File: src/rtl/adc_pkg.sv
// Shared ADC definitions: sample width, channel addresses and helpers
// used by both the SPI ADC interface and the moving-average filter.
package adc_pkg;

    // Conversion result width of the SPI ADC.
    localparam int ADC_DATA_W    = 12;

    // Channel-address constants for the ADC multiplexer.
    localparam int ADC_CH_ADDR_W = 3;
    localparam logic [ADC_CH_ADDR_W-1:0] ADC_CH0 = 3'd0;
    localparam logic [ADC_CH_ADDR_W-1:0] ADC_CH1 = 3'd1;
    localparam logic [ADC_CH_ADDR_W-1:0] ADC_CH2 = 3'd2;
    localparam logic [ADC_CH_ADDR_W-1:0] ADC_CH3 = 3'd3;
    localparam logic [ADC_CH_ADDR_W-1:0] ADC_CH4 = 3'd4;
    localparam logic [ADC_CH_ADDR_W-1:0] ADC_CH5 = 3'd5;
    localparam logic [ADC_CH_ADDR_W-1:0] ADC_CH6 = 3'd6;
    localparam logic [ADC_CH_ADDR_W-1:0] ADC_CH7 = 3'd7;

    // Window phase; derived from the fill count, never stored separately.
    typedef enum logic {
        WIN_PRIMING = 1'b0,
        WIN_FULL    = 1'b1
    } window_phase_t;

    // Half-LSB rounding term for a divide by 2**log2_depth (0 for a window of 1).
    function automatic int round_term(input int log2_depth);
        if (log2_depth == 0) begin
            return 0;
        end
        return 1 << (log2_depth - 1);
    endfunction

endpackage

File: src/rtl/adc_moving_average_if.sv
// Sample-in / average-out bundle between the ADC front end and the
// moving-average filter. master = sample producer, slave = filter.
interface adc_moving_average_if #(
    parameter int DATA_W     = 12,
    parameter int LOG2_DEPTH = 3
) ();

    logic [DATA_W-1:0]     sample_in;
    logic                  sample_valid;
    logic                  clear;
    logic [DATA_W-1:0]     avg_out;
    logic                  avg_valid;
    logic                  window_full;
    logic [LOG2_DEPTH:0]   fill_count;

    modport master (
        output sample_in,
        output sample_valid,
        output clear,
        input  avg_out,
        input  avg_valid,
        input  window_full,
        input  fill_count
    );

    modport slave (
        input  sample_in,
        input  sample_valid,
        input  clear,
        output avg_out,
        output avg_valid,
        output window_full,
        output fill_count
    );

endinterface

File: src/rtl/adc_moving_average_sample_ring_buf.sv
// Ring buffer of the last 2**LOG2_DEPTH samples. Presents the entry at
// the write pointer (the oldest sample once the window is full) so the
// caller can subtract it in the same cycle the new sample overwrites it.
module sample_ring_buf
    import adc_pkg::*;
#(
    parameter int DATA_W     = ADC_DATA_W,
    parameter int LOG2_DEPTH = 3
) (
    input  logic              clk,
    input  logic              rst,
    input  logic              wr_en,
    input  logic              ptr_clr,
    input  logic [DATA_W-1:0] wr_data,
    output logic [DATA_W-1:0] oldest_data
);

    localparam int DEPTH = 1 << LOG2_DEPTH;
    localparam int PTR_W = (LOG2_DEPTH > 0) ? LOG2_DEPTH : 1;

    logic [PTR_W-1:0]  wr_ptr_reg;
    logic [PTR_W-1:0]  wr_ptr_next;
    logic [DATA_W-1:0] mem_reg [DEPTH];
    logic [DEPTH-1:0]  wr_sel;

    // One-hot write select per storage entry.
    generate
        for (genvar gi = 0; gi < DEPTH; gi++) begin : g_wr_sel
            assign wr_sel[gi] = wr_en && (wr_ptr_reg == PTR_W'(gi));
        end
    endgenerate

    // Pointer advance with explicit wrap so non-power-of-two pointer widths stay safe.
    always_comb begin
        wr_ptr_next = wr_ptr_reg;
        if (ptr_clr) begin
            wr_ptr_next = '0;
        end else if (wr_en) begin
            if (wr_ptr_reg == PTR_W'(DEPTH - 1)) begin
                wr_ptr_next = '0;
            end else begin
                wr_ptr_next = wr_ptr_reg + PTR_W'(1);
            end
        end
    end

    // Write pointer register.
    always_ff @(posedge clk or posedge rst) begin
        if (rst) begin
            wr_ptr_reg <= '0;
        end else begin
            wr_ptr_reg <= wr_ptr_next;
        end
    end

    // Sample storage; contents are qualified by the fill count, so no reset.
    always_ff @(posedge clk) begin
        for (int i = 0; i < DEPTH; i++) begin
            if (wr_sel[i]) begin
                mem_reg[i] <= wr_data;
            end
        end
    end

    // Read-before-write of the slot about to be overwritten.
    generate
        if (DEPTH == 1) begin : g_rd_single
            assign oldest_data = mem_reg[0];
        end else begin : g_rd_multi
            assign oldest_data = mem_reg[wr_ptr_reg];
        end
    endgenerate

endmodule

File: src/rtl/adc_moving_average.sv
// Moving-average filter for the 12-bit SPI ADC. Keeps a running sum over
// the last 2**LOG2_DEPTH accepted samples and emits the round-half-up mean
// with a one-cycle valid pulse whenever an accept leaves the window full.
module adc_moving_average
    import adc_pkg::*;
#(
    parameter int DATA_W     = ADC_DATA_W,
    parameter int LOG2_DEPTH = 3
) (
    input  logic                 clk,
    input  logic                 rst,
    adc_moving_average_if.slave  bus
);

    localparam int DEPTH = 1 << LOG2_DEPTH;
    localparam int SUM_W = DATA_W + LOG2_DEPTH;
    localparam int CNT_W = LOG2_DEPTH + 1;
    localparam int RND   = round_term(LOG2_DEPTH);

    logic                accept;
    window_phase_t       phase;
    logic [DATA_W-1:0]   buf_oldest;
    logic [DATA_W-1:0]   oldest;

    logic [SUM_W-1:0]    sum_reg;
    logic [SUM_W-1:0]    sum_next;
    logic [SUM_W-1:0]    sum_acc;
    logic [SUM_W:0]      avg_wide;
    logic [DATA_W-1:0]   avg_calc;

    logic [CNT_W-1:0]    fill_count_reg;
    logic [CNT_W-1:0]    fill_count_next;
    logic                window_full_reg;
    logic                window_full_next;
    logic [DATA_W-1:0]   avg_out_reg;
    logic [DATA_W-1:0]   avg_out_next;
    logic                avg_valid_reg;
    logic                avg_valid_next;

    // clear wins over a coincident sample, which is then dropped.
    assign accept = bus.sample_valid && !bus.clear;

    sample_ring_buf #(
        .DATA_W     (DATA_W),
        .LOG2_DEPTH (LOG2_DEPTH)
    ) u_ring_buf (
        .clk         (clk),
        .rst         (rst),
        .wr_en       (accept),
        .ptr_clr     (bus.clear),
        .wr_data     (bus.sample_in),
        .oldest_data (buf_oldest)
    );

    // Phase is implied by the fill count; while priming the evicted value is zero.
    always_comb begin
        phase  = (fill_count_reg == CNT_W'(DEPTH)) ? WIN_FULL : WIN_PRIMING;
        oldest = (phase == WIN_FULL) ? buf_oldest : '0;
    end

    // Running sum and rounded mean. The sum never exceeds DEPTH*(2**DATA_W-1),
    // so the add-then-subtract fits in SUM_W bits without a wider intermediate.
    always_comb begin
        sum_acc  = sum_reg + SUM_W'(bus.sample_in) - SUM_W'(oldest);
        avg_wide = {1'b0, sum_acc} + (SUM_W + 1)'(RND);
        avg_calc = DATA_W'(avg_wide >> LOG2_DEPTH);
    end

    // Next-state for sum, fill level and outputs.
    always_comb begin
        sum_next        = sum_reg;
        fill_count_next = fill_count_reg;
        if (bus.clear) begin
            sum_next        = '0;
            fill_count_next = '0;
        end else if (accept) begin
            sum_next = sum_acc;
            if (phase == WIN_PRIMING) begin
                fill_count_next = fill_count_reg + CNT_W'(1);
            end
        end
        window_full_next = (fill_count_next == CNT_W'(DEPTH));
        avg_valid_next   = accept && window_full_next;
        avg_out_next     = avg_valid_next ? avg_calc : avg_out_reg;
    end

    // State and output registers.
    always_ff @(posedge clk or posedge rst) begin
        if (rst) begin
            sum_reg         <= '0;
            fill_count_reg  <= '0;
            window_full_reg <= 1'b0;
            avg_out_reg     <= '0;
            avg_valid_reg   <= 1'b0;
        end else begin
            sum_reg         <= sum_next;
            fill_count_reg  <= fill_count_next;
            window_full_reg <= window_full_next;
            avg_out_reg     <= avg_out_next;
            avg_valid_reg   <= avg_valid_next;
        end
    end

    assign bus.avg_out     = avg_out_reg;
    assign bus.avg_valid   = avg_valid_reg;
    assign bus.window_full = window_full_reg;
    assign bus.fill_count  = fill_count_reg;

endmodule

File: src/flat_wrapper.sv
// flat-port wrapper written by rule: the top's interface ports become plain ports
module adc_moving_average_flat import adc_pkg::*;
#(
    parameter int DATA_W     = ADC_DATA_W,
    parameter int LOG2_DEPTH = 3
)
  (clk, rst, bus_sample_in, bus_sample_valid, bus_clear, bus_avg_out, bus_avg_valid, bus_window_full, bus_fill_count);
  adc_moving_average_if #(.DATA_W(DATA_W), .LOG2_DEPTH(LOG2_DEPTH)) bus_i ();
  input  logic clk;
  input  logic rst;
  input wire logic [$bits(bus_i.sample_in)-1:0] bus_sample_in;
  input wire logic [$bits(bus_i.sample_valid)-1:0] bus_sample_valid;
  input wire logic [$bits(bus_i.clear)-1:0] bus_clear;
  output wire logic [$bits(bus_i.avg_out)-1:0] bus_avg_out;
  output wire logic [$bits(bus_i.avg_valid)-1:0] bus_avg_valid;
  output wire logic [$bits(bus_i.window_full)-1:0] bus_window_full;
  output wire logic [$bits(bus_i.fill_count)-1:0] bus_fill_count;
  assign bus_i.sample_in = bus_sample_in;
  assign bus_i.sample_valid = bus_sample_valid;
  assign bus_i.clear = bus_clear;
  assign bus_avg_out = bus_i.avg_out;
  assign bus_avg_valid = bus_i.avg_valid;
  assign bus_window_full = bus_i.window_full;
  assign bus_fill_count = bus_i.fill_count;
  adc_moving_average #(.DATA_W(DATA_W), .LOG2_DEPTH(LOG2_DEPTH)) u_core (.clk(clk), .rst(rst), .bus(bus_i));
endmodule
File: config.mk
export PLATFORM = sky130hd
export DESIGN_NAME = adc_moving_average_flat
export DESIGN_NICKNAME = d
export VERILOG_FILES = /design/src/rtl/adc_pkg.sv /design/src/rtl/adc_moving_average_if.sv /design/src/rtl/adc_moving_average_sample_ring_buf.sv /design/src/rtl/adc_moving_average.sv /design/src/flat_wrapper.sv
export SDC_FILE = /design/constraint.sdc
export NUM_CORES = 1
export LEC_CHECK = 0
export BUFFER_PORTS_ARGS = -buffer_cell sky130_fd_sc_hd__buf_2
export CORE_ASPECT_RATIO = 1.4
export CORE_MARGIN = 10
export CORE_UTILIZATION = 51
export CTS_BUF_LIST = sky130_fd_sc_hd__clkbuf_16
export DETAILED_ROUTE_END_ITERATION = 8
export GPL_TIMING_DRIVEN = 0
export MAX_ROUTING_LAYER = met4
export PLACE_DENSITY = 0.66
export SLEW_MARGIN = 20
export SYNTH_ARGS = -nofsm -noshare
export SYNTH_HDL_FRONTEND = slang
export SYNTH_HIERARCHICAL = 1
export SYNTH_SLANG_ARGS = --single-unit
File: constraint.sdc
create_clock -name clk -period 6.4 [get_ports clk]
set_input_delay 0.64 -clock clk [delete_from_list [all_inputs] [get_ports clk]]
set_output_delay 0.64 -clock clk [all_outputs]
set_load 0.1 [all_outputs]
==> key figures, run 1 <==
Yosys
  – Synth unique cells: 56
  – EDFF count, synth: 96
  – Syn Area/Cell: 13.77 sq um
  – Syn nets: between 500 and 600
  – Post-synthesis cell count: approximately 490
  – Synth Warn #: 6
  – Top cell type's share of synthesized area: between 40% and 50%
  – Cell taking the most area after synthesis: edfxtp_1
  – Synthesis-stage register bit count: about 130
  – Synth Flop Type: edfxtp_1
  – Most area-consuming cells after synthesis: edfxtp_1 43%, dfrtp_1 13%, mux4_1 7.8%, ha_1 4.5%, fa_1 3.6%
  – Synth Cell Area: about 0.0067 sq mm
  – Seq/Total Area, Yosys: between 50% and 60%
  – Post-synth ARST share: a little over a quarter

Timing
  – Tmin final: 5.338 ns
  – Final cycle utilization of the critical path: a little over four fifths
  – Fin Setup TNS: 0 ns
  – Max-slew violations: 0
  – Final setup skew: 0.008165 ns
  – Worst-margin pin slew: between 0.7 and 0.8 ns
  – Unrepaired setup endpoints after global routing: false
  – Fmax: 0.1873 GHz
  – Setup violators final: 0
  – Slew margin rel.: ~47%
  – Hold Fails Final Rpt: 0

Global route
  – Antenna violations before repair: 0
  – First-pass GRT wire length: between 20 and 25 mm
  – Gr usage total: between 15 and 20%
  – Via count of the first global-routing pass: 4122
  – Largest net degree at the start of global routing: 34
  – GRT Residual Overflow: 0

Critical path
  – RR Startpoint: u_core/u_ring_buf/wr_ptr_reg[0]
  – Critical path arrival: 5.66 ns
  – Largest delay share family, worst path: simple AND/OR/NAND/NOR gates
  – CP max-delay cell: nor4bb_1
  – Crit-path most repeated cell: fa_1
  – WP depth: 15
  – Terminus of the critical flop-to-flop path: u_core/bus.avg_out[11]
  – Req. time, crit path: 6.73 ns
  – Crit path capture: u_core/bus.avg_out[11]
  – Flop-to-flop setup slack: 1.06 ns
  – Worst Reg-to-Reg Cells: 15
  – Crit path cell chain: buf_6, buf_12, mux4_1, mux2_2, and2_1, fa_1, fa_1, nor2b_1, o2111a_1, nor3_1, xnor2_1, nor4bb_1, nand4_2, or4_1, a31oi_1
  – Largest fanout on the critical path: 10
  – Crit end category: register
  – CP Buf/Inv Count: 2
  – Startpoint types: register
  – Critical Path Source: u_core/u_ring_buf/wr_ptr_reg[0]
  – Max incr delay on CP: 0.69 ns
  – Crit Path Category: reg2reg

Placement
  – Dpl cells: 673
  – Buffers on Ports: 33
  – Hpwl dp: 9.454 mm
  – GPL Wtd Cong: approximately 0.89

Route
  – Initial drt markers: approximately 260
  – Drt wl/cell: about 19 um
  – Met2 routed WL: between 7 and 8 mm
  – Vias per std cell: about 5.5
  – # DRC: 0
  – Via count: 3903
  – Met3 Wirelength: ~330 um
  – Met1 WL: ~5.7 mm
  – DR top layer: met4
  – DR pass1 iterations: 4
  – Routed Antenna Nets: 0
  – DRT Wirelength: about 13 mm

Clock network
  – Post-CTS setup buffers: 0
  – CTS tree: done
  – Worst skew pair latency: between 0.4 and 0.5 ns
  – Sink Count: 132
  – CTS buffer count: 17
  – Max clock buf depth: 2
  – Cts hold-fix bufs: 0
  – CTS root buffer: clkbuf_16
  – CTS HTree Levels: 4
  – PostCTS Resize Cnt: 0
  – Clock Pin Slew Worst Setup and Hold Paths: approximately 0.060 ns

Final layout
  – Synth-to-Final Area Change: 14.87%
  – Commonest cells after routing, fill and taps aside: 96 x edfxtp_1, 59 x inv_1, 36 x dfrtp_1
  – Final cell count without fillers: just over 700
  – Final net count: 591
  – Max reg flops: between 90 and 100
  – Share of layout cells above drive strength 1: 16.67%
  – # diodes: 0
  – Commonest non-fill, non-tap cell in the layout: edfxtp_1

Job
  – Max_cap viols: 0

Power
  – Pwr dens: about 390 mW/mm^2
  – Max VDD drop: approximately 0.21 mV
  – P_leak: ~3.2 nW

Min path
  – Hold crit path type: in2async

Floorplanning
  – Top Ports: 34
  – Die X: between 100 and 150 um
  – Die area: 0.01820 sq mm
  – Core area: roughly 0.013 sq mm
  – Site Rows: a little under 50
  – Initial core utilization: 52.08%
  – Die outline height: around 160 um

Run status
  – Outcome: complete, no violations
[worst min path at each step]
stage                          startpoint                               to  slack [ns]  cells past startpoint
floorplan                             rst  u_core/u_ring_buf/wr_ptr_reg[0]        0.39                      1
global placement    u_core/bus.avg_out[0]            u_core/bus.avg_out[0]        0.46                      2
detailed placement  u_core/bus.avg_out[0]            u_core/bus.avg_out[0]        0.47                      2
CTS                                   rst  u_core/u_ring_buf/wr_ptr_reg[0]        0.09                      2
global route                          rst  u_core/u_ring_buf/wr_ptr_reg[0]        0.10                      2
finish                                rst  u_core/u_ring_buf/wr_ptr_reg[0]        0.11                      2
[report_power, final]
group / internal [mW] / total, mW / switching, mW
Sequential: 0.962 / 0.986 / 0.0242
Combinational: 0.392 / 0.985 / 0.593
Clock: 0.665 / 1.05 / 0.386
[cells by family (layout without fill, tap and decap cells)]
logic type,count (synthesis),after routing,share of synthesized area (%)
AO/OA/AOI/OAI,49,49,4.702
XOR/XNOR,20,20,2.612
adder cells (fa/ha/maj),36,36,8.061
buffers and inverters,75,140,4.721
flip-flops,132,132,56.43
multiplexers,51,51,13.44
AND/OR/NAND/NOR,124,124,10.04
[layout make-up]
class | count | area [sq um]
inverter | 60 | 225.2
tap | 153 | 191.4
timing repair buffer | 33 | 165.2
fill | 999 | 5172
buffer | 15 | 91.34
sequential | 132 | 3784
clock buffer | 17 | 425.4
multi-input combinational | 280 | 2605
clock inverter | 15 | 215.2
[layer usage]
layer	global-route usage, %	vias up
met1	18.57	1928
met5	-	-
met4	5.903	0
met2	27.21	82
met3	3.310	14
li1	-	1879
[per-stage QoR]
| step | power, mW | hold slack (ns) | util, % | setup WS, ns | instance area, sq um |
|---|---|---|---|---|---|
| finish | 3.022 | 0.1067 | 59.83 | 1.062 | 7702 |
| global route | 3.206 | 0.1038 | 59.83 | 0.8080 | 7702 |
| CTS | 3.043 | 0.08794 | 59.83 | 1.056 | 7702 |
| detailed placement | 1.980 | 0.4653 | 54.85 | 1.093 | 7062 |
| global placement | 1.956 | 0.4577 | 54.85 | 1.167 | 7062 |
| floorplan | 1.770 | 0.3936 | - | 1.530 | 6705 |
[synthesized netlist by cell type (all sizes together) (6+ instances only)]
library cell and instances:
xor2 11, mux4 24, dfrtp 36, a31oi 6, and2 20, nand3 8
a211oi 6, clkbuf 8, fa 12, and3 10, nand4 6, a21oi 10
ha 24, o21ai 12, nand2 23, mux2 12, mux2i 15, nor2 31
inv 59, edfxtp 96, nor3 6, xnor2 9, buf 7
Note: power is estimated with default switching activity, not from simulation.
==> run 2, diff against run 1 <==
Settings changed: PLACE_DENSITY 0.66 to 0.69.
Clock period 6.4 ns to 4.3 ns, I/O delays scaled along.
==> run 2 against run 1 <==
The flow now finishes with violations (setup timing). Critical path depth is 1 higher. Cell count is 6.0% higher. Clock skew barely moved. Clock-buffer cell count is the same. Hold slack better by 0.13 ns. Fmax increased by 15%. Largest cell class unchanged.
==> key figures, run 2 (synthesis gave the netlist of run 1 again) <==
Run status
  – Outcome: finished, violations left
  – Failing checks: setup timing

Clock network
  – CTS HTree Levels: 4
  – Sink Count: between 100 and 150
  – Clock Pin Slew Worst Setup and Hold Paths: ~0.060 ns
  – Max clock buf depth: 2
  – CTS root buffer: clkbuf_16
  – Worst skew pair latency: around 0.4 ns
  – CTS tree: done
  – CTS buffer count: 17

Timing
  – Max-slew violations: 0
  – Fmax: between 0.2 and 0.25 GHz
  – Fin Setup TNS: -0.7748 ns
  – Tmin final: around 4.6 ns
  – Unrepaired setup endpoints after global routing: true
  – Final cycle utilization of the critical path: 107.7%
  – Slew margin rel.: 45.80%
  – Hold Fails Final Rpt: 0
  – Setup violators final: 5
  – Final setup skew: around 0.0081 ns
  – Final worst slack: -0.3295 ns
  – Worst-margin pin slew: roughly 0.8 ns

Floorplanning
  – Site Rows: slightly below 50
  – Die X: between 100 and 150 um
  – Die area: around 0.018 sq mm
  – Top Ports: 34
  – Initial core utilization: 52.08%
  – Die outline height: between 150 and 200 um
  – Core area: 0.01287 sq mm

Route
  – Drt wl/cell: 19.97 um
  – DR pass1 iterations: 4
  – Routed Antenna Nets: 0
  – Vias per std cell: around 5.6
  – # DRC: 0
  – DRT Wirelength: between 10 and 15 mm
  – Via count: between 4000 and 5000
  – Initial drt markers: roughly 240

Critical path
  – Critical Path Source: u_core/u_ring_buf/wr_ptr_reg[0]
  – Max incr delay on CP: roughly 0.53 ns
  – Critical path arrival: 4.96 ns
  – Req. time, crit path: about 4.6 ns
  – CP max-delay cell: fa_1
  – Crit path cell chain: buf_8, buf_12, mux4_2, mux2_4, and2_4, fa_1, inv_2, ha_4, nor2b_4, o2111a_2, or4b_4, and3_4, nand2b_4, a211o_1, or4_1, a31oi_1
  – Crit Path Category: reg2reg
  – RR Startpoint: u_core/u_ring_buf/wr_ptr_reg[0]
  – Terminus of the critical flop-to-flop path: u_core/bus.avg_out[11]
  – Largest delay share family, worst path: simple AND/OR/NAND/NOR gates
  – WP depth: 16
  – CP Buf/Inv Count: 3
  – Crit end category: register
  – Largest fanout on the critical path: 7
  – Crit path capture: u_core/bus.avg_out[11]
  – Flop-to-flop setup slack: -0.33 ns
  – Startpoint types: register
  – Worst Reg-to-Reg Cells: 16

Global route
  – Antenna violations before repair: 0
  – First-pass GRT wire length: between 20 and 25 mm
  – Gr usage total: between 10% and 20%
  – Largest net degree at the start of global routing: 34
  – Via count of the first global-routing pass: approximately 4300
  – GRT Residual Overflow: 0

Placement
  – GPL Wtd Cong: a little over 0.9
  – Dpl cells: 673
  – Buffers on Ports: 33
  – Hpwl dp: 9.577 mm

Power
  – Gate power share: between 40 and 50%
  – Pint: 3.292 mW
  – Clock power share: about 26%
  – P_leak: approximately 3.4 nW
  – Sw Ratio: 34.64%
  – P_sw: approximately 1.7 mW
  – Pwr dens: 610.2 mW/mm^2
  – Max VDD drop: between 0.3 and 0.4 mV
  – Power share of the sequential group: between 20% and 30%

Final layout
  – Share of layout cells above drive strength 1: roughly a third
  – Final cell count without fillers: about 750
  – Commonest non-fill, non-tap cell in the layout: edfxtp_1
  – Commonest cells after routing, fill and taps aside: 96 x edfxtp_1, 53 x inv_1, 37 x buf_4
  – Synth-to-Final Area Change: 23.12%
  – Max reg flops: 96
  – # diodes: 0
  – Final net count: roughly 630

Min path
  – Hold crit path type: in2reg
  – Hold path start: bus_clear

Job
  – Max_cap viols: 0
-- run 2: changes by cell type in the layout (fill, tap and decap cells not counted), sizes merged --
cell         before  now
buf              40   82
clkinv            1    7
bufinv            4    0
inv              69   65
clkinvlp          1    2
dlygate4sd3       0    1
-- run 2: worst min path at each step --
stage / endpoint / slack [ns] / cells past startpoint
global placement: u_core/u_ring_buf/wr_ptr_reg[1] / 0.31 / 2
floorplan: u_core/u_ring_buf/wr_ptr_reg[0] / 0.18 / 1
detailed placement: u_core/u_ring_buf/wr_ptr_reg[0] / 0.32 / 2
global route: u_core/u_ring_buf/wr_ptr_reg[0] / 0.23 / 2
CTS: u_core/u_ring_buf/wr_ptr_reg[0] / 0.22 / 2
finish: u_core/u_ring_buf/wr_ptr_reg[0] / 0.24 / 2
-- run 2: power groups by stage --
| stage | clock, mW | combinational (mW) | sequential, mW |
|---|---|---|---|
| 6_report | 1.28 | 2.28 | 1.47 |
| 5_1_grt | 1.37 | 2.47 | 1.47 |
| 4_1_cts | 1.30 | 1.87 | 1.47 |
| 3_5_place_dp | 0 | 1.55 | 1.49 |
| 3_3_place_gp | 0 | 1.52 | 1.49 |
| 2_1_floorplan | 0 | 1.23 | 1.50 |
-- run 2: final cells by class --
cell class / instances / area (sq um)
buffer: 15 / 115.1
clock buffer: 17 / 425.4
clock inverter: 14 / 102.6
fill: 922 / 4619
inverter: 60 / 225.2
multi-input combinational: 280 / 2882
sequential: 132 / 3789
tap: 153 / 191.4
timing repair buffer: 76 / 525.5
-- run 2: through the flow --
step                      hold WS (ns)  utilization (%)  total power, mW  area [sq um]  worst slack (ns)
after floorplan                 0.1836                -            2.725          6785           -0.1722
after global placement          0.3085            55.47            3.005          7142           -0.6334
after detailed placement        0.3183            55.47            3.041          7142           -0.6653
after CTS                       0.2236            62.08            4.638          7993           -0.3152
after global routing            0.2304            64.12            5.318          8255           -0.4894
final                           0.2366            64.12            5.038          8255           -0.3295
-- run 2: metal layers --
metal / track usage, % / part of all wire [%]
met2: 29.71 / 54
met3: 3.349 / 3.5
met1: 18.66 / 40
met5: - / 0
met4: 5.136 / 1.9
-- run 2: repair_timing --
action,CTS,global route
cloned,1,0
endpoints found under the setup margin,11,12
hold buffers,1,0
buffers inserted,21,20
resized for setup,32,38
hold endpoints to repair,3,0
pin swaps,9,22
==> run 3, diff against run 2 <==
Settings changed: MAX_ROUTING_LAYER met4 to default, SETUP_SLACK_MARGIN from default to 0.3.
==> run 3 against run 2 <==
The run still ends with setup timing left. Critical path depth unchanged. Non-clock buffer count is 1 higher. Clock skew is 0.0024 ns lower. Combinational power up 9.2%. Sequential power hardly changed. First-iteration DRC count fell by 14%. Power rose by 10%. Worst setup slack improved by 0.016 ns. Clock-buffer cell count did not move. Routed wire length rose by 2.0%. Flip-flop and latch count unchanged. Via count increased by 0.14%.
==> key figures, run 3 (synthesis gave the netlist of run 1 again) <==
Final layout
  – Share of layout cells above drive strength 1: 35.46%
  – Multi-input logic area: 0.002952 sq mm
  – # diodes: 0
  – Fill cells: between 800 and 900
  – Final net count: approximately 640
  – Commonest cells after routing, fill and taps aside: 96 x edfxtp_1, 53 x inv_1, 35 x buf_2
  – Max reg flops: 96
  – Reg area: around 0.0038 sq mm
  – Synth-to-Final Area Change: 26.39%
  – Commonest non-fill, non-tap cell in the layout: edfxtp_1

Job
  – Max_cap viols: 0

Run status
  – Failing checks: setup timing
  – Outcome: finished, violations left

Power
  – Pwr dens: approximately 660 mW/mm^2
  – Pint: approximately 3.7 mW
  – P_sw: 1.861 mW
  – Clock power share: around 29%
  – Sw Ratio: roughly a third
  – Max VDD drop: 0.4157 mV
  – Tot Pwr: between 5 and 6 mW
  – Power share of the sequential group: roughly a quarter
  – P_leak: 3.497 nW
  – Gate power share: ~45%

Critical path
  – Crit Path Category: reg2reg
  – Crit path cell chain: buf_6, buf_12, mux4_2, mux2_4, and2_4, fa_1, inv_2, ha_4, a21o_1, and2_4, or4b_4, and3_4, nand2b_4, a211o_1, or4_1, a31oi_1
  – Startpoint types: register
  – Req. time, crit path: 4.64 ns
  – Critical path arrival: 4.95 ns
  – Largest fanout on the critical path: 6
  – Max incr delay on CP: 0.57 ns
  – CP max-delay cell: or4b_4
  – Crit end category: register
  – Crit-path most repeated cell: and2_4

Clock network
  – CTS root buffer: clkbuf_16
  – Worst skew pair latency: around 0.42 ns
  – Clock Pin Slew Worst Setup and Hold Paths: 0.06 ns
  – CTS buffer count: 17
  – Sink Count: ~130
  – CTS tree: done
  – CTS HTree Levels: 4
  – Max clock buf depth: 2

Global route
  – Largest net degree at the start of global routing: 34
  – First-pass GRT wire length: 23.97 mm
  – Gr usage total: 17.36%
  – GRT Residual Overflow: 0
  – Via count of the first global-routing pass: 4506
  – Antenna violations before repair: 0

Timing
  – Hold Fails Final Rpt: 0
  – Final cycle utilization of the critical path: 107.3%
  – Tmin final: about 4.6 ns
  – Fmax: around 0.22 GHz
  – Setup violators final: 9
  – Fin Setup TNS: -1.302 ns
  – Final worst slack: -0.3136 ns
  – Max-slew violations: 0
  – Slew margin rel.: between 40% and 50%
  – Worst-margin pin slew: between 0.7 and 0.8 ns
  – Unrepaired setup endpoints after global routing: true
  – Final setup skew: between 0.005 and 0.006 ns

Placement
  – GPL Wtd Cong: 0.8806
  – Pre-CTS setup slack: -0.7069 ns
  – Buffers on Ports: 33
  – Hpwl dp: a little under 10 mm

Route
  – Routed Antenna Nets: 0
  – DRT Wirelength: 15.22 mm
  – Vias per std cell: between 5 and 6
  – DR top layer: met4
  – # DRC: 0
  – Via count: approximately 4200
  – Met1 WL: 5.974 mm
  – Met2 routed WL: 8.189 mm
  – Drt wl/cell: between 20 and 25 um
  – Initial drt markers: ~200
  – Met3 Wirelength: 587 um
  – DR pass1 iterations: 4

Floorplanning
  – Top Ports: 34
  – Site Rows: 49
  – Core area: 0.01287 sq mm
  – Die area: approximately 0.018 sq mm
  – Initial core utilization: a little over half
  – Die X: about 120 um
  – Die outline height: between 150 and 200 um

Min path
  – Hold crit path type: in2reg
[run 3: area by class of cell]
| cell class | count | share of cell area (%) |
|---|---|---|
| sequential | 132 | 44.71 |
| timing repair buffer | 77 | 6.570 |
| buffer | 15 | 1.314 |
| clock buffer | 17 | 5.020 |
| multi-input combinational | 280 | 34.83 |
| tap | 153 | 2.259 |
| clock inverter | 14 | 2.643 |
| inverter | 60 | 2.658 |
[run 3: worst max-delay path, delay by kind of cell (launching register included)]
family / cells / cell delay, ns
DFF: 1 / 0.39
AOI/OAI and AO/OA: 3 / 0.59
and+or+nand+nor: 6 / 1.70
buffers and inverters: 3 / 0.34
adders and majority gates: 2 / 0.72
muxes: 2 / 0.81
[run 3: layer usage]
metal  up-vias  global-route usage, %
met5         -                      0
met4         0                  8.264
met3        33                  3.079
met2       108                  30.14
met1      2130                  20.06
li1       1952                      -
[run 3: path summary, 6_finish.rpt]
kind                                            startpoint                               to  slack (ns)  cells past startpoint
max in group asynchronous                              rst         u_core/bus.fill_count[0]        3.09                      3
max reg2reg                u_core/u_ring_buf/wr_ptr_reg[0]           u_core/bus.avg_out[11]       -0.31                     16
min in group asynchronous                              rst  u_core/u_ring_buf/wr_ptr_reg[0]        0.43                      3
min                                              bus_clear  u_core/u_ring_buf/wr_ptr_reg[0]        0.22                      2
max                        u_core/u_ring_buf/wr_ptr_reg[0]           u_core/bus.avg_out[11]       -0.31                     16
min reg2reg                          u_core/bus.avg_out[4]            u_core/bus.avg_out[4]        0.47                      2
[run 3: per-stage QoR]
stage | hold WS, ns | std cells | instance area (sq um) | utilization (%)
floorplan | 0.1836 | 487 | 6795 | -
global placement | 0.3035 | 673 | 7152 | 55.55
detailed placement | 0.3180 | 673 | 7152 | 55.55
CTS | 0.2042 | 736 | 8280 | 64.31
global route | 0.2156 | 748 | 8474 | 65.82
finish | 0.2198 | 748 | 8474 | 65.82
[run 3: power groups by stage]
stage	clock, mW	combinational (mW)	sequential, mW
after floorplan	0	1.25	1.50
after global placement	0	1.54	1.49
after detailed placement	0	1.58	1.49
after CTS	1.63	2.13	1.47
after global routing	1.69	2.67	1.48
final	1.60	2.49	1.47
[run 3: what timing repair did]
action | in CTS | in global routing
buffers inserted | 31 | 12
hold buffers | 1 | 0
hold endpoints to repair | 3 | 0
setup endpoints to repair | 18 | 19
resized for setup | 61 | 24
pin swaps | 29 | 21
